`src/rtl/epcs_responder_pkg.sv`:
```
// EPCS responder shared types: FSM states, byte sources, command codes.
// No ports; imported by the responder top.
package epcs_responder_pkg;

   typedef enum logic [2:0] {
      IDLE,
      CMD,
      ADDR,
      DUMMY,
      DATA,
      IGNORE
   } state_t;

   typedef enum logic [1:0] {
      SRC_MEM,
      SRC_STATUS,
      SRC_ID
   } src_t;

   localparam logic [7:0] CMD_READ = 8'h03;
   localparam logic [7:0] CMD_RDSR = 8'h05;
   localparam logic [7:0] CMD_RES  = 8'hAB;

   localparam int ADDR_BITS = 24;
   localparam int CNT_W     = 5;

   localparam logic [CNT_W-1:0] LAST_BYTE_BIT = CNT_W'(7);
   localparam logic [CNT_W-1:0] LAST_ADDR_BIT = CNT_W'(ADDR_BITS - 1);

endpackage

```
`src/rtl/epcs_responder_sync_edge.sv`:
```
// 2-flop synchronizer with one-cycle rise/fall pulses on the synced value.
// Ports: clk, rst (sync, active-high), d (async in), q, rise, fall.
module epcs_sync_edge #(
   parameter logic RST_VAL = 1'b0
) (
   input  logic clk,
   input  logic rst,
   input  logic d,
   output logic q,
   output logic rise,
   output logic fall
);

   logic s1;
   logic s2;
   logic s3;

   always_ff @(posedge clk) begin
      if (rst) begin
         s1 <= RST_VAL;
         s2 <= RST_VAL;
         s3 <= RST_VAL;
      end else begin
         s1 <= d;
         s2 <= s1;
         s3 <= s2;
      end
   end

   assign q    = s2;
   assign rise = s2 & ~s3;
   assign fall = ~s2 & s3;

endmodule

```
`src/rtl/epcs_responder.sv`:
```
// EPCS serial-flash responder: READ / RDSR / RES served from a byte store.
// Ports: clk_clk, reset_reset, epcs_* serial pins, mem_* store port, status_in, busy.
module epcs_responder
   import epcs_responder_pkg::*;
#(
   parameter int         MEM_AW     = 16,
   parameter logic [7:0] SILICON_ID = 8'h12
) (
   input  logic              clk_clk,
   input  logic              reset_reset,
   input  logic              epcs_dclk,
   input  logic              epcs_sce,
   input  logic              epcs_sdo,
   output logic              epcs_data0,
   output logic              epcs_data0_oe,
   output logic [MEM_AW-1:0] mem_addr,
   output logic              mem_rd,
   input  logic [7:0]        mem_rdata,
   input  logic [7:0]        status_in,
   output logic              busy
);

   logic dclk_s, dclk_rise, dclk_fall;
   logic sce_s, sce_rise, sce_fall;
   logic sdo_s, sdo_rise, sdo_fall;
   logic unused_edges;

   epcs_sync_edge #(.RST_VAL(1'b0)) u_dclk (
      .clk  (clk_clk),
      .rst  (reset_reset),
      .d    (epcs_dclk),
      .q    (dclk_s),
      .rise (dclk_rise),
      .fall (dclk_fall)
   );

   epcs_sync_edge #(.RST_VAL(1'b1)) u_sce (
      .clk  (clk_clk),
      .rst  (reset_reset),
      .d    (epcs_sce),
      .q    (sce_s),
      .rise (sce_rise),
      .fall (sce_fall)
   );

   epcs_sync_edge #(.RST_VAL(1'b0)) u_sdo (
      .clk  (clk_clk),
      .rst  (reset_reset),
      .d    (epcs_sdo),
      .q    (sdo_s),
      .rise (sdo_rise),
      .fall (sdo_fall)
   );

   state_t               state;
   state_t               state_next;
   src_t                 src;
   logic [CNT_W-1:0]     bit_cnt;
   logic [ADDR_BITS-2:0] rx_sr;
   logic [ADDR_BITS-1:0] rx_word;
   logic [7:0]           tx_sr;
   logic                 ld_pend;
   logic [1:0]           warm;
   logic                 armed;
   logic                 rx_take;
   logic                 field_done;
   logic                 tx_step;

   assign rx_word = {rx_sr, sdo_s};
   assign busy    = (state != IDLE);

   assign unused_edges = ^{sce_rise, sce_fall, sdo_rise, sdo_fall,
                           dclk_s, rx_word[ADDR_BITS-1]};

   always_ff @(posedge clk_clk) begin
      if (reset_reset) begin
         state <= IDLE;
      end else begin
         state <= state_next;
      end
   end

   always_comb begin
      state_next = state;
      rx_take    = 1'b0;
      field_done = 1'b0;
      tx_step    = 1'b0;
      if (sce_s) begin
         state_next = IDLE;
      end else begin
         unique case (state)
            IDLE: begin
               if (armed) state_next = CMD;
            end
            CMD: begin
               if (dclk_rise) begin
                  rx_take = 1'b1;
                  if (bit_cnt == LAST_BYTE_BIT) begin
                     field_done = 1'b1;
                     unique case (1'b1)
                        rx_word[7:0] == CMD_READ: state_next = ADDR;
                        rx_word[7:0] == CMD_RES:  state_next = DUMMY;
                        rx_word[7:0] == CMD_RDSR: state_next = DATA;
                        default:                  state_next = IGNORE;
                     endcase
                  end
               end
            end
            ADDR, DUMMY: begin
               if (dclk_rise) begin
                  rx_take = 1'b1;
                  if (bit_cnt == LAST_ADDR_BIT) begin
                     field_done = 1'b1;
                     state_next = DATA;
                  end
               end
            end
            DATA:    tx_step    = dclk_fall;
            IGNORE:  state_next = IGNORE;
            default: state_next = IDLE;
         endcase
      end
   end

   always_ff @(posedge clk_clk) begin
      if (reset_reset) begin
         warm          <= '0;
         armed         <= 1'b0;
         bit_cnt       <= '0;
         rx_sr         <= '0;
         tx_sr         <= '0;
         src           <= SRC_MEM;
         ld_pend       <= 1'b0;
         mem_addr      <= '0;
         mem_rd        <= 1'b0;
         epcs_data0    <= 1'b0;
         epcs_data0_oe <= 1'b0;
      end else begin
         // sce must be seen truly high (past the reset-forced value)
         // before a falling sce can start a transaction.
         warm    <= {warm[0], 1'b1};
         armed   <= armed | (warm[1] & sce_s);
         mem_rd  <= 1'b0;
         ld_pend <= mem_rd & ~sce_s;
         if (sce_s) begin
            bit_cnt       <= '0;
            rx_sr         <= '0;
            tx_sr         <= '0;
            epcs_data0    <= 1'b0;
            epcs_data0_oe <= 1'b0;
         end else begin
            if (rx_take) begin
               rx_sr   <= rx_word[ADDR_BITS-2:0];
               bit_cnt <= field_done ? '0 : bit_cnt + CNT_W'(1);
            end
            if (field_done) begin
               unique case (state)
                  CMD: begin
                     src   <= SRC_STATUS;
                     tx_sr <= status_in;
                  end
                  ADDR: begin
                     src      <= SRC_MEM;
                     mem_addr <= rx_word[MEM_AW-1:0];
                     mem_rd   <= ~mem_rd;
                  end
                  DUMMY: begin
                     src   <= SRC_ID;
                     tx_sr <= SILICON_ID;
                  end
                  default: ;
               endcase
            end
            if (ld_pend) begin
               tx_sr <= mem_rdata;
            end
            if (tx_step) begin
               epcs_data0    <= tx_sr[7];
               epcs_data0_oe <= 1'b1;
               if (bit_cnt == LAST_BYTE_BIT) begin
                  // Byte boundary: prefetch or re-sample the next byte.
                  bit_cnt <= '0;
                  unique case (src)
                     SRC_MEM: begin
                        mem_addr <= mem_addr + MEM_AW'(1);
                        mem_rd   <= ~mem_rd;
                        tx_sr    <= {tx_sr[6:0], 1'b0};
                     end
                     SRC_STATUS: tx_sr <= status_in;
                     SRC_ID:     tx_sr <= SILICON_ID;
                     default:    tx_sr <= '0;
                  endcase
               end else begin
                  bit_cnt <= bit_cnt + CNT_W'(1);
                  tx_sr   <= {tx_sr[6:0], 1'b0};
               end
            end
         end
      end
   end

endmodule
```
`config.mk`:
```
export PLATFORM = sky130hd
export DESIGN_NAME = epcs_responder
export DESIGN_NICKNAME = d
export VERILOG_FILES = /design/src/rtl/epcs_responder_pkg.sv /design/src/rtl/epcs_responder_sync_edge.sv /design/src/rtl/epcs_responder.sv
export SDC_FILE = /design/constraint.sdc
export NUM_CORES = 1
export LEC_CHECK = 0
export ABC_AREA = 1
export BUFFER_PORTS_ARGS = -buffer_cell sky130_fd_sc_hd__buf_2
export CORE_MARGIN = 2
export CORE_UTILIZATION = 65
export CTS_BUF_LIST = sky130_fd_sc_hd__clkbuf_2
export CTS_CLUSTER_DIAMETER = 40
export DETAILED_ROUTE_END_ITERATION = 12
export GPL_TIMING_DRIVEN = 0
export PLACE_DENSITY_LB_ADDON = 0.2
export REMOVE_ABC_BUFFERS = 1
export SLEW_MARGIN = 20
export SYNTH_ARGS = -nofsm -noshare
export SYNTH_HDL_FRONTEND = slang
export SYNTH_SLANG_ARGS = --single-unit
```
`constraint.sdc`:
```
create_clock -name clk_clk -period 3.5 [get_ports clk_clk]
set_input_delay 0.175 -clock clk_clk [delete_from_list [all_inputs] [get_ports clk_clk]]
set_output_delay 0.175 -clock clk_clk [all_outputs]
set_load 0.005 [all_outputs]
```
==> flow_summary.ini <==
[placed_design]
post-dp-hpwl_mm = 5.83
place_ws_ns = 1.18
io_buffers = 40
place_congestion = 0.888
placed_area_sq_um = 3740

[detailed_routing]
avgRoutedWirePerCell_microns = 13.1
via_count = 3649
route.detailed.drc = 0
detail-route-antenna-nets = 0
wl_mm = 8.59
drt_iter0_drc = 294
first_pass_iters = 5
viasPerCell = 5.55

[sta]
fin_ws_ns = 1.13
skew_ns = 0.0249
hold_viol_final = 0
fmax_mhz = 421
post-route-min-period_ns = 2.37
max_slew_margin_pct = 46.3
rsz0062_at_grt = no
worstMarginPinSlew_ns = 0.803
min_period_over_period_pct = 67.8
finalSetupTns_ns = 0
setup_violations = 0
slew_violations = 0

[clocking]
clock_path_buffers = 2
cts_buffers = 9
clk_latency_ns = 0.51
cts_sinks = 63
clkTransAtPathRegs_ns = 0.19
tritoncts = yes
clock-root-buffer = clkbuf_2
cts_htree_levels = 3

[cells_and_area]
multi_input_area_sq_um = 1950
register_area_sq_um = 1260
area_delta_synth_final_pct = 10.4
final_nets = 606
final_util_pct = 75.7
num_antenna_cells = 0
drive_gt1_share_pct = 14.5
fin_area_sq_um = 3920
fill_cells = 434

[global_route]
antenna_found_initial = 0
grt_max_degree = 33
grt_pass1_vias = 3166
grt_pass1_wl_mm = 14.5
grt_usage_pct = 29.8
grt_overflow = 0

[power_and_ir_drop]
leakage_nw = 1.79
irDropWorstVdd_uv = 571
p_per_area_nw_per_um2 = 349

[worst_setup_path]
path_class = register to register
rrSetupSlack_ns = 1.13
reg2regPathDepth = 10
crit_end = mem_addr[8]$_SDFFE_PP0N_
cp_max_fo = 20
cp.required_ns = 3.92
cp-end-kind = register
worstReg2RegStart = state[1]$_SDFFE_PP0P_
worstPathArrival_ns = 2.79
worstSetupStartpoint = state[1]$_SDFFE_PP0P_
cp-start-kind = register
r2r-end = mem_addr[8]$_SDFFE_PP0N_

[die]
rows = 26
core_sq_um = 5170
start_util_pct = 68.6
die_y_microns = 77.9
pin_count = 41
chipWidth_microns = 77.9
die_area_sq_um = 6070

[run_status]
status = finished clean

[hold_path]
hp-class = input port to register

[logic_synthesis]
syn_area_sq_um = 3550
synth_warnings = 0
yosysSeqAreaShare_pct = 35.5
ys_ff_latch = 63
netlist_instances = 547
yosys_most_used_dff = dfxtp_1
synth_edf_count = 0
synth_cell_types = 36
synth.avg_cell_area_sq_um = 6.49
async_reset_ff_share_pct = 0

[run]
drv_cap = 0
kinds of logic after synthesis:
family | count (synthesis) | share of synthesized area [%]
flops | 63 | 35.5
xor+xnor | 5 | 1.23
buf+inv | 81 | 9.70
simple gates | 315 | 39.5
compound gates | 81 | 13.3
fa+ha+maj | 2 | 0.705
stage by stage:
step                      std cells  power (W)  hold slack (ns)
after floorplan                 529   0.000770            0.244
after global placement          639   0.000792            0.361
after detailed placement        639   0.000794            0.365
after CTS                       657    0.00137           0.0109
after global routing            657    0.00141           0.0209
final                           657    0.00137           0.0227
synthesized netlist by cell type (5+ instances only):
cell	instances	area share, %
nand2_1	168	18
dfxtp_1	63	36
nor2_1	60	6.3
inv_1	59	6.2
nand3_1	51	7.2
a21oi_1	34	4.8
o21ai_0	31	4.4
clkbuf_1	9	0.95
nor3_1	7	0.99
nand2_2	6	1.1
nand4_1	6	1.1
o211ai_1	5	1.1
o211ai_2	5	1.8
critical path, stage by stage, from the launching register on:
cell,delay (ns)
dfxtp_1,0.43
nor2_2,0.15
nand2_2,0.09
nor2_4,0.35
nand3_2,0.52
inv_2,0.42
nand3_1,0.12
nand2_1,0.07
inv_1,0.04
nand2_1,0.05
nand2_1,0.04
how the worst min path moves through the flow:
stage | from | to | slack, ns | cells past startpoint
2_1_floorplan | reset_reset | armed$_SDFF_PP0_ | 0.24 | 1
3_3_place_gp | epcs_sce | u_sce.s1$_SDFF_PP1_ | 0.36 | 2
3_5_place_dp | epcs_sce | u_sce.s1$_SDFF_PP1_ | 0.36 | 2
4_1_cts | mem_rdata[0] | tx_sr[0]$_SDFFE_PP0P_ | 0.01 | 5
5_1_grt | reset_reset | mem_addr[6]$_SDFFE_PP0N_ | 0.02 | 2
6_report | mem_rdata[0] | tx_sr[0]$_SDFFE_PP0P_ | 0.02 | 5
timing repair:
item / CTS / global route
resized for setup: 0 / 0
hold buffers: 3 / 0
hold endpoints to repair: 3 / 0
setup buffers: 0 / 0
setup endpoints to repair: 0 / 0
registers in the layout, indices dropped and copies added (netlist names), 2 cells and up:
name and cells:
tx_sr 8, warm 2, src 2, bit_cnt 5, mem_addr 16, rx_sr 15
state 3
routing by layer:
| metal | part of all wire [%] | GRT usage, % |
|---|---|---|
| met2 | 46 | 46.2 |
| met3 | 7.4 | 7.79 |
| met5 | 0 | 0 |
| met1 | 45 | 40.0 |
| met4 | 1.6 | 11.1 |
area by class of cell:
type                            count  area share, %
Multi-Input combinational cell    403           49.8
Clock inverter                      4           2.43
Clock buffer                       11           1.41
Inverter                           63           6.04
Tap cell                           70           2.24
Sequential cell                    63           32.2
Timing Repair Buffer               43           5.88
where the power goes:
part / internal, W / switching [W]
clock network: 0.000310 / 0.000274
logic: 0.0000223 / 0.0000327
registers: 0.000724 / 0.00000369
total: 0.00106 / 0.000310
cells in the final DEF (no fill, tap or decap), types with 3 or more instances in the layout:
master	n
o211ai_1	5
a21oi_1	34
o211ai_2	5
nand3_1	51
buf_2	40
nand4_1	6
nand3b_1	4
nand2_2	6
nor3_1	7
inv_1	59
nand2_1	168
clkbuf_2	11
dlygate4sd3_1	3
o21ai_0	31
inv_2	4
nor2_1	59
or2_2	3
xor2_1	3
bufinv_16	3
dfxtp_1	63
(Power assumes the default switching activity.)
